<file path="config.mk">
export PLATFORM = sky130hd
export DESIGN_NAME = fxp_addsub_acc
export DESIGN_NICKNAME = d
export VERILOG_FILES = /design/src/rtl/fxp_addsub_acc.sv
export SDC_FILE = /design/constraint.sdc
export NUM_CORES = 1
export LEC_CHECK = 0
export BUFFER_PORTS_ARGS = -buffer_cell sky130_fd_sc_hd__buf_2
export CELL_PAD_IN_SITES_DETAIL_PLACEMENT = 1
export CELL_PAD_IN_SITES_GLOBAL_PLACEMENT = 1
export CORE_MARGIN = 5
export CORE_UTILIZATION = 43
export DETAILED_ROUTE_END_ITERATION = 8
export PLACE_DENSITY = 0.77
export SKIP_LAST_GASP = 1
export SLEW_MARGIN = 0
export SYNTH_ARGS = -nofsm -noshare
export SYNTH_HDL_FRONTEND = slang
export SYNTH_SLANG_ARGS = --single-unit
</file>
<file path="constraint.sdc">
create_clock -name clk -period 2.76 [get_ports clk]
set_input_delay 0.276 -clock clk [delete_from_list [all_inputs] [get_ports clk]]
set_output_delay 0.276 -clock clk [all_outputs]
set_load 0.01 [all_outputs]
</file>
<file path="src/rtl/fxp_addsub_acc.sv">
// Streaming saturating add/subtract accumulator: one clamped N-bit result per s_last-terminated burst.
// Latency: result valid on the cycle after the s_last handshake.
// Backpressure: s_ready drops while a result waits for m_ready, so one bubble cycle separates bursts.
//
// Ports:
//   clk, rst             clock and asynchronous active-high reset
//   s_valid/s_ready      sample handshake; s_data signed sample, s_sub selects subtract, s_last ends burst
//   m_valid/m_ready      result handshake; m_data clamped sum, m_sat sticky saturation, m_count samples seen
module fxp_addsub_acc #(
    parameter int N     = 8,
    parameter int CNT_W = 8
) (
    input  logic                 clk,
    input  logic                 rst,
    input  logic                 s_valid,
    output logic                 s_ready,
    input  logic [N-1:0]         s_data,
    input  logic                 s_sub,
    input  logic                 s_last,
    output logic                 m_valid,
    input  logic                 m_ready,
    output logic [N-1:0]         m_data,
    output logic                 m_sat,
    output logic [CNT_W-1:0]     m_count
);

    typedef enum logic {
        ST_ACC = 1'b0,
        ST_OUT = 1'b1
    } state_t;

    localparam logic [N-1:0]     MAX_VAL = {1'b0, {(N-1){1'b1}}};
    localparam logic [N-1:0]     MIN_VAL = {1'b1, {(N-1){1'b0}}};
    localparam logic [CNT_W-1:0] CNT_MAX = {CNT_W{1'b1}};

    state_t            state;
    state_t            state_nxt;

    logic [N-1:0]      acc;
    logic              sat;
    logic [CNT_W-1:0]  cnt;

    logic [N:0]        ext_acc;
    logic [N:0]        ext_dat;
    logic [N:0]        sum;
    logic [N-1:0]      clamped;
    logic              step_sat;
    logic [CNT_W-1:0]  cnt_inc;
    logic              take;
    logic              give;

    // Both handshake outputs come straight from the state flop, so no input
    // can reach them combinationally and reset clears m_valid immediately.
    assign s_ready = (state == ST_ACC);
    assign m_valid = (state == ST_OUT);

    assign take = s_valid && s_ready;
    assign give = m_valid && m_ready;

    // One guard bit keeps the true sum, including 0 - (most negative value).
    assign ext_acc = {acc[N-1], acc};
    assign ext_dat = {s_data[N-1], s_data};
    assign sum     = s_sub ? (ext_acc - ext_dat) : (ext_acc + ext_dat);

    // Guard bit disagreeing with the N-bit sign bit means the sum left the
    // representable range; the guard bit tells which rail to pin to.
    always_comb begin
        clamped  = sum[N-1:0];
        step_sat = 1'b0;
        if (sum[N] != sum[N-1]) begin
            step_sat = 1'b1;
            clamped  = sum[N] ? MIN_VAL : MAX_VAL;
        end
    end

    // Counter pins at all-ones instead of wrapping.
    assign cnt_inc = (cnt == CNT_MAX) ? cnt : (cnt + CNT_W'(1));

    always_ff @(posedge clk or posedge rst) begin
        if (rst) begin
            state <= ST_ACC;
        end else begin
            state <= state_nxt;
        end
    end

    always_comb begin
        state_nxt = state;
        case (state)
            ST_ACC:  if (take && s_last) state_nxt = ST_OUT;
            ST_OUT:  if (m_ready)        state_nxt = ST_ACC;
            default:                     state_nxt = ST_ACC;
        endcase
    end

    always_ff @(posedge clk or posedge rst) begin
        if (rst) begin
            acc     <= '0;
            sat     <= 1'b0;
            cnt     <= '0;
            m_data  <= '0;
            m_sat   <= 1'b0;
            m_count <= '0;
        end else begin
            if (take) begin
                acc <= clamped;
                sat <= sat | step_sat;
                cnt <= cnt_inc;
                if (s_last) begin
                    m_data  <= clamped;
                    m_sat   <= sat | step_sat;
                    m_count <= cnt_inc;
                end
            end
            // Result leaves: start the next burst from zero. The result
            // registers keep their values; they are ignored while m_valid=0.
            if (give) begin
                acc <= '0;
                sat <= 1'b0;
                cnt <= '0;
            end
        end
    end

endmodule
</file>
**Yosys cells after proc, flatten, opt, wreduce, memory -nomap -nowiden**

Cells that the tools add are included.

- Magnitude comparators: 0
- Multiplexer cells: 14
- Div/mod/pow operators: 0
- Eq/ne operators: 2
- Bitwise gates (word level): 2
- Add/subtract/negate cells: 3
- Shift operators: 0
- Multiply operators: 0
- Reductions and logical operators: 5

Operator list:

| kind | count |
|---|---|
| 2-to-1 mux 8 bit | 7 |
| adder 8 x 8 -> 9 bit | 1 |
| 2-to-1 mux 9 bit | 1 |
| subtractor 8 x 8 -> 9 bit | 1 |
| adder 8 x 1 -> 8 bit, second input constant | 1 |
| == test 8 bit, second input constant | 1 |
| 2-to-1 mux 1 bit | 5 |
| logical AND 1 bit | 3 |
| case mux 1 bit (2 select lines) | 1 |
| AND reduction 2 bit | 1 |
| nonzero test 2 bit | 1 |
| != test 1 bit | 1 |
| NOT 1 bit | 1 |
| OR 1 bit | 1 |

- Output and inout port bits: 19
- Bits in latches: 0
- Memories: 0
- Register bits: 35
- Bits in read-only memories: 0
- Memory bits (writable): 0

**Depth between registers and ports, before layout**

- Depth in word-level cells: 7
- Depth in mapped cells: 13
- Mapped depth without buffers: 12

**Worst setup path after synthesis**

Ideal clock, no wire load.

- Path type: in2reg
- From: in s_data[0]
- To: reg m_data[3]
- Setup time: 0.126 ns
- Setup slack: -0.107 ns
- Cell stages on the path: 13
- Buffers on the path: 1
- Data arrival time: 2.741 ns
- Cell sequence: inv_1 ha_1 nor3b_1 a21oi_1 xnor2_1 ha_1 clkbuf_1 a21oi_1 o21ai_1 a41oi_1 xor2_1 a21oi_1 a221o_1

- Longest elaborated chain between the ends: 4
- Elaborated cells on any way between the ends: 6

RTL lines:

| element | RTL line | source |
|---|---|---|
| from (decl) | 17 | `input logic [N-1:0] s_data,` |
| adder 8 x 8 -> 9 bit or subtractor 8 x 8 -> 9 bit (tied branches) | 63 | `assign sum = s_sub ? (ext_acc - ext_dat) : (ext_acc + ext_dat);` |
| 2-to-1 mux 9 bit (*) | 63 |  |
| 2-to-1 mux 8 bit or != test 1 bit (tied branches) | 72, 70 |  |
| 2-to-1 mux 8 bit (*) | 70 | `if (sum[N] != sum[N-1]) begin` |
| to (signal assigned) | 110 | `m_data <= clamped;` |
| to (decl) | 22 | `output logic [N-1:0] m_data,` |

Every way passes the cells marked *; elsewhere a longest branch is shown, timed or not.
A chain may end at the register's enable or synchronous reset.

**Worst setup path after layout**

- From: in s_data[0]
- To: reg acc[5]

- Longest elaborated chain between the ends: 6
- Elaborated cells on any way between the ends: 8

RTL lines:

| element | RTL line | source |
|---|---|---|
| adder 8 x 8 -> 9 bit or subtractor 8 x 8 -> 9 bit (tied branches) | 63 |  |
| 2-to-1 mux 9 bit (*) | 63 |  |
| 2-to-1 mux 8 bit or != test 1 bit (tied branches) | 72, 70 |  |
| 2-to-1 mux 8 bit (*) | 70 |  |
| 2-to-1 mux 8 bit (*) | 105 | `if (take) begin` |
| 2-to-1 mux 8 bit (*) | 117 | `if (give) begin` |
| to (signal assigned) | 106 | `acc <= clamped;` |
| to (decl) | 39 | `logic [N-1:0] acc;` |

Every way passes the cells marked *; elsewhere a longest branch is shown, timed or not. The select of a mux whose other input is x is not followed.

==> out/summary.txt <==
Total Wirelength: 5.96 mm
Switching Fraction: 41.4%
drt initial violations: 49
PortBufs: 32
VDD IR max: 678 uV
WP data required: 2930 ps
Clk pin slew, worst setup/hold paths: 70 ps
post-route antenna net violation count: 0
clock group share of total power: 11.5%
first-pass GRT wire length: 10.4 mm
core area: 0.00479 mm^2
Pleak: 1.32 nW
antenna violations before repair: 0
Final Max Slew Viols: 0
count of different cell masters after synthesis: 42
DRC Markers: 0
fin crit share: 96.0%
combinational share of power: 62.4%
DIE AREA: 0.00654 mm^2
Clock Sinks: 35
CP max FO: 5
CTS Hold Bufs: 0
Setup TNS Final: 0 ps
Design Area, Final: 0.00279 mm^2
layout cells sized above 1: 28.7%
crit-path cells: buf_2 -> inv_1 -> ha_1 -> nor3b_4 -> nor2_1 -> xnor2_1 -> ha_1 -> a21o_1 -> a21o_1 -> a221oi_4 -> buf_4 -> xnor2_2 -> maj3_2 -> a22o_1
slowest cell delay on critical path: 340 ps
H-tree Lvls: 2
largest net degree at the start of global routing: 36
Worst-Margin Slew: 654 ps
Gate Count Post-Synth: 238
max-cap viol count: 0
Ports: 33
grt ovf: 0
Critical path buffers and inverters: 3
vias per cell: 5.35
Clock Latency Late Sink: 280 ps
post-detail-place hpwl: 4.67 mm
Die X-Extent: 80.9 um
area grow syn2layout: 29.2%
Max stage delay cell, worst path: a221oi_4
Slew headroom: 56.3%
total power: 3.10 mW
syn_nets: 263
Starting Density: 45.2%
CP Class: input pin to register
DP Area: 0.00264 mm^2
CTS tree: yes
final hold slack: 80.1 ps
Mapped Avg Cell Area: 9.08 um^2
Final Skew: 4.70 ps
Final setup viols: 0
critical path endpoint category: register
row cnt: 25
Seq/Total Area, Yosys: 40.5%
net total in the final layout: 327
wire per inst: 16.1 um
outcome: finished, final reports clean
vias in the first global route: 2219
P per Cell Area: 1110 mW/mm^2
Synth warnings: 0
power share of the sequential group: 26.1%
Root Buffer: clkbuf_8
minimum clock period: 2650 ps
Yosys reg bits: 35
Hold Fails Final Rpt: 0
post-synthesis cell area: 0.00216 mm^2
P_int: 1.81 mW
delay-heaviest family, CP: compound AO/OA/AOI/OAI gates
drt pass-1 iters: 4
via count: 1981
die height: 80.9 um
GP Congestion: 0.755
antenna cell count: 0
RSZ-0062 raised after global routing: true
Net Switching: 1.28 mW
worst min-delay path class: input pin to async pin
Max Freq: 0.378 GHz
Clock Tree Buf Depth: 2
CTS Buf Count: 5
gr usage total: 20.3%
CP startpoint kind: input pin
Crit path arrival time: 2820 ps
synth_stat cells (all sizes together):
library cell  count  area, um^2
a21o              2        15.0
ha               10         125
a41oi             1        8.76
a21boi            1        7.51
inv              10        37.5
or4               1        7.51
a211o             1        8.76
xnor2            13         114
o21ai            26         130
mux2i             3        30.0
nor2b             2        12.5
a221oi            1        26.3
a31oi             5        31.3
nand2b            4        25.0
nor4b             1        8.76
dfrtp            35         876
and2              2        12.5
o31ai             2        15.0
nand2            31         116
o41ai             1        8.76
o211ai            6        45.0
a211oi            1        7.51
clkbuf            8        30.0
nor3              4        20.0
maj3              7        71.3
nor2             18        67.6
xor2              8        77.6
o21bai            1        7.51
buf               1        5.00
a22o              2        17.5
nor3b             1        7.51
nand4             2        12.5
a21oi            13        65.1
fa                1        20.0
nand3             7        35.0
and3              1        6.26
a221o             2        20.0
and4              2        17.5
mux2              1        11.3
worst paths after layout:
check                             end  depth (start not counted)        from  slack, ps
setup reg to reg               acc[5]                         11      acc[0]        200
setup / recovery               acc[5]                         14   s_data[0]        110
min in group clk              m_valid                          2     m_ready        220
hold / removal              m_data[1]                          3         rst         80
hold reg to reg            m_count[0]                          2  m_count[0]        480
max in group asynchronous   m_data[6]                          3         rst       2360
through the flow:
stage | utilization, % | cells | worst slack (ps)
2_1_floorplan | - | 238 | 7.40
3_3_place_gp | 55.1 | 360 | -177
3_5_place_dp | 55.1 | 360 | -280
4_1_cts | 56.8 | 368 | 18.4
5_1_grt | 58.4 | 370 | -57.0
6_report | 58.4 | 370 | 111
power by group through the flow:
stage | Clock [mW] | Combinational [mW] | Sequential [mW]
CTS | 0.365 | 1.84 | 0.807
global route | 0.388 | 2.14 | 0.830
floorplan | 0 | 1.04 | 0.823
finish | 0.356 | 1.93 | 0.807
detailed placement | 0 | 1.84 | 0.812
global placement | 0 | 1.73 | 0.806
worst reg2reg max path: stages, from the launching register on:
cell,delay [ps]
dfrtp_1,400
inv_1,60
ha_1,150
inv_1,50
fa_1,400
nand3_1,120
nand2_1,130
a221oi_4,320
buf_4,180
xnor2_2,110
maj3_2,340
a22o_1,190
kinds of logic (layout without fill, tap and decap cells):
| family | Yosys count | after routing | synth area share, % |
|---|---|---|---|
| simple gates | 76 | 76 | 16.2 |
| mux | 4 | 4 | 1.91 |
| xor+xnor | 21 | 21 | 8.86 |
| compound gates | 65 | 65 | 19.2 |
| flops | 35 | 35 | 40.5 |
| buf+inv | 19 | 84 | 3.36 |
| fa+ha+maj | 18 | 18 | 10.0 |
what timing repair did:
| item | CTS | global route |
|---|---|---|
| resized for setup | 0 | 12 |
| endpoints found under the setup margin | 0 | 17 |
| buffers inserted | 0 | 2 |
state kept, by name, summed over array words and instances, names as in the netlist:
signal,cells
sat,1
m_count,8
m_valid,1
m_sat,1
m_data,8
acc,8
cnt,8
layout make-up:
class,count,area [um^2]
Multi-Input combinational cell,184,1290
Sequential cell,35,876
Timing Repair Buffer,66,428
Clock buffer,7,76.3
Inverter,10,37.5
Clock inverter,1,5.00
Fill cell,582,1990
Tap cell,67,83.8
placed cells by master (no fill, tap or decap), types with 2 or more instances in the layout:
cell,n
a21o_1,2
clkbuf_1,2
xor2_1,6
nand2_1,31
buf_2,32
o31ai_1,2
xnor2_2,2
o21ai_0,15
dfrtp_1,35
xnor2_1,11
nand3_1,7
o21ai_1,9
buf_4,33
mux2i_1,3
maj3_1,6
ha_1,9
a22o_1,2
a221o_1,2
and2_1,2
o211ai_1,6
clkbuf_8,5
nand4_1,2
nand2b_1,4
o21ai_2,2
a31oi_1,5
nor2_1,18
nor3_1,3
a21oi_1,12
nor2b_1,2
inv_1,10
per-layer routing:
metal	GRT usage, %	vias to the layer above	wire (um)
met2	38.3	32	3220
met1	22.8	971	2490
met5	0	-	0
li1	-	970	-
met3	3.77	8	166
met4	6.76	0	89
Power figures use the tool's default switching activity.
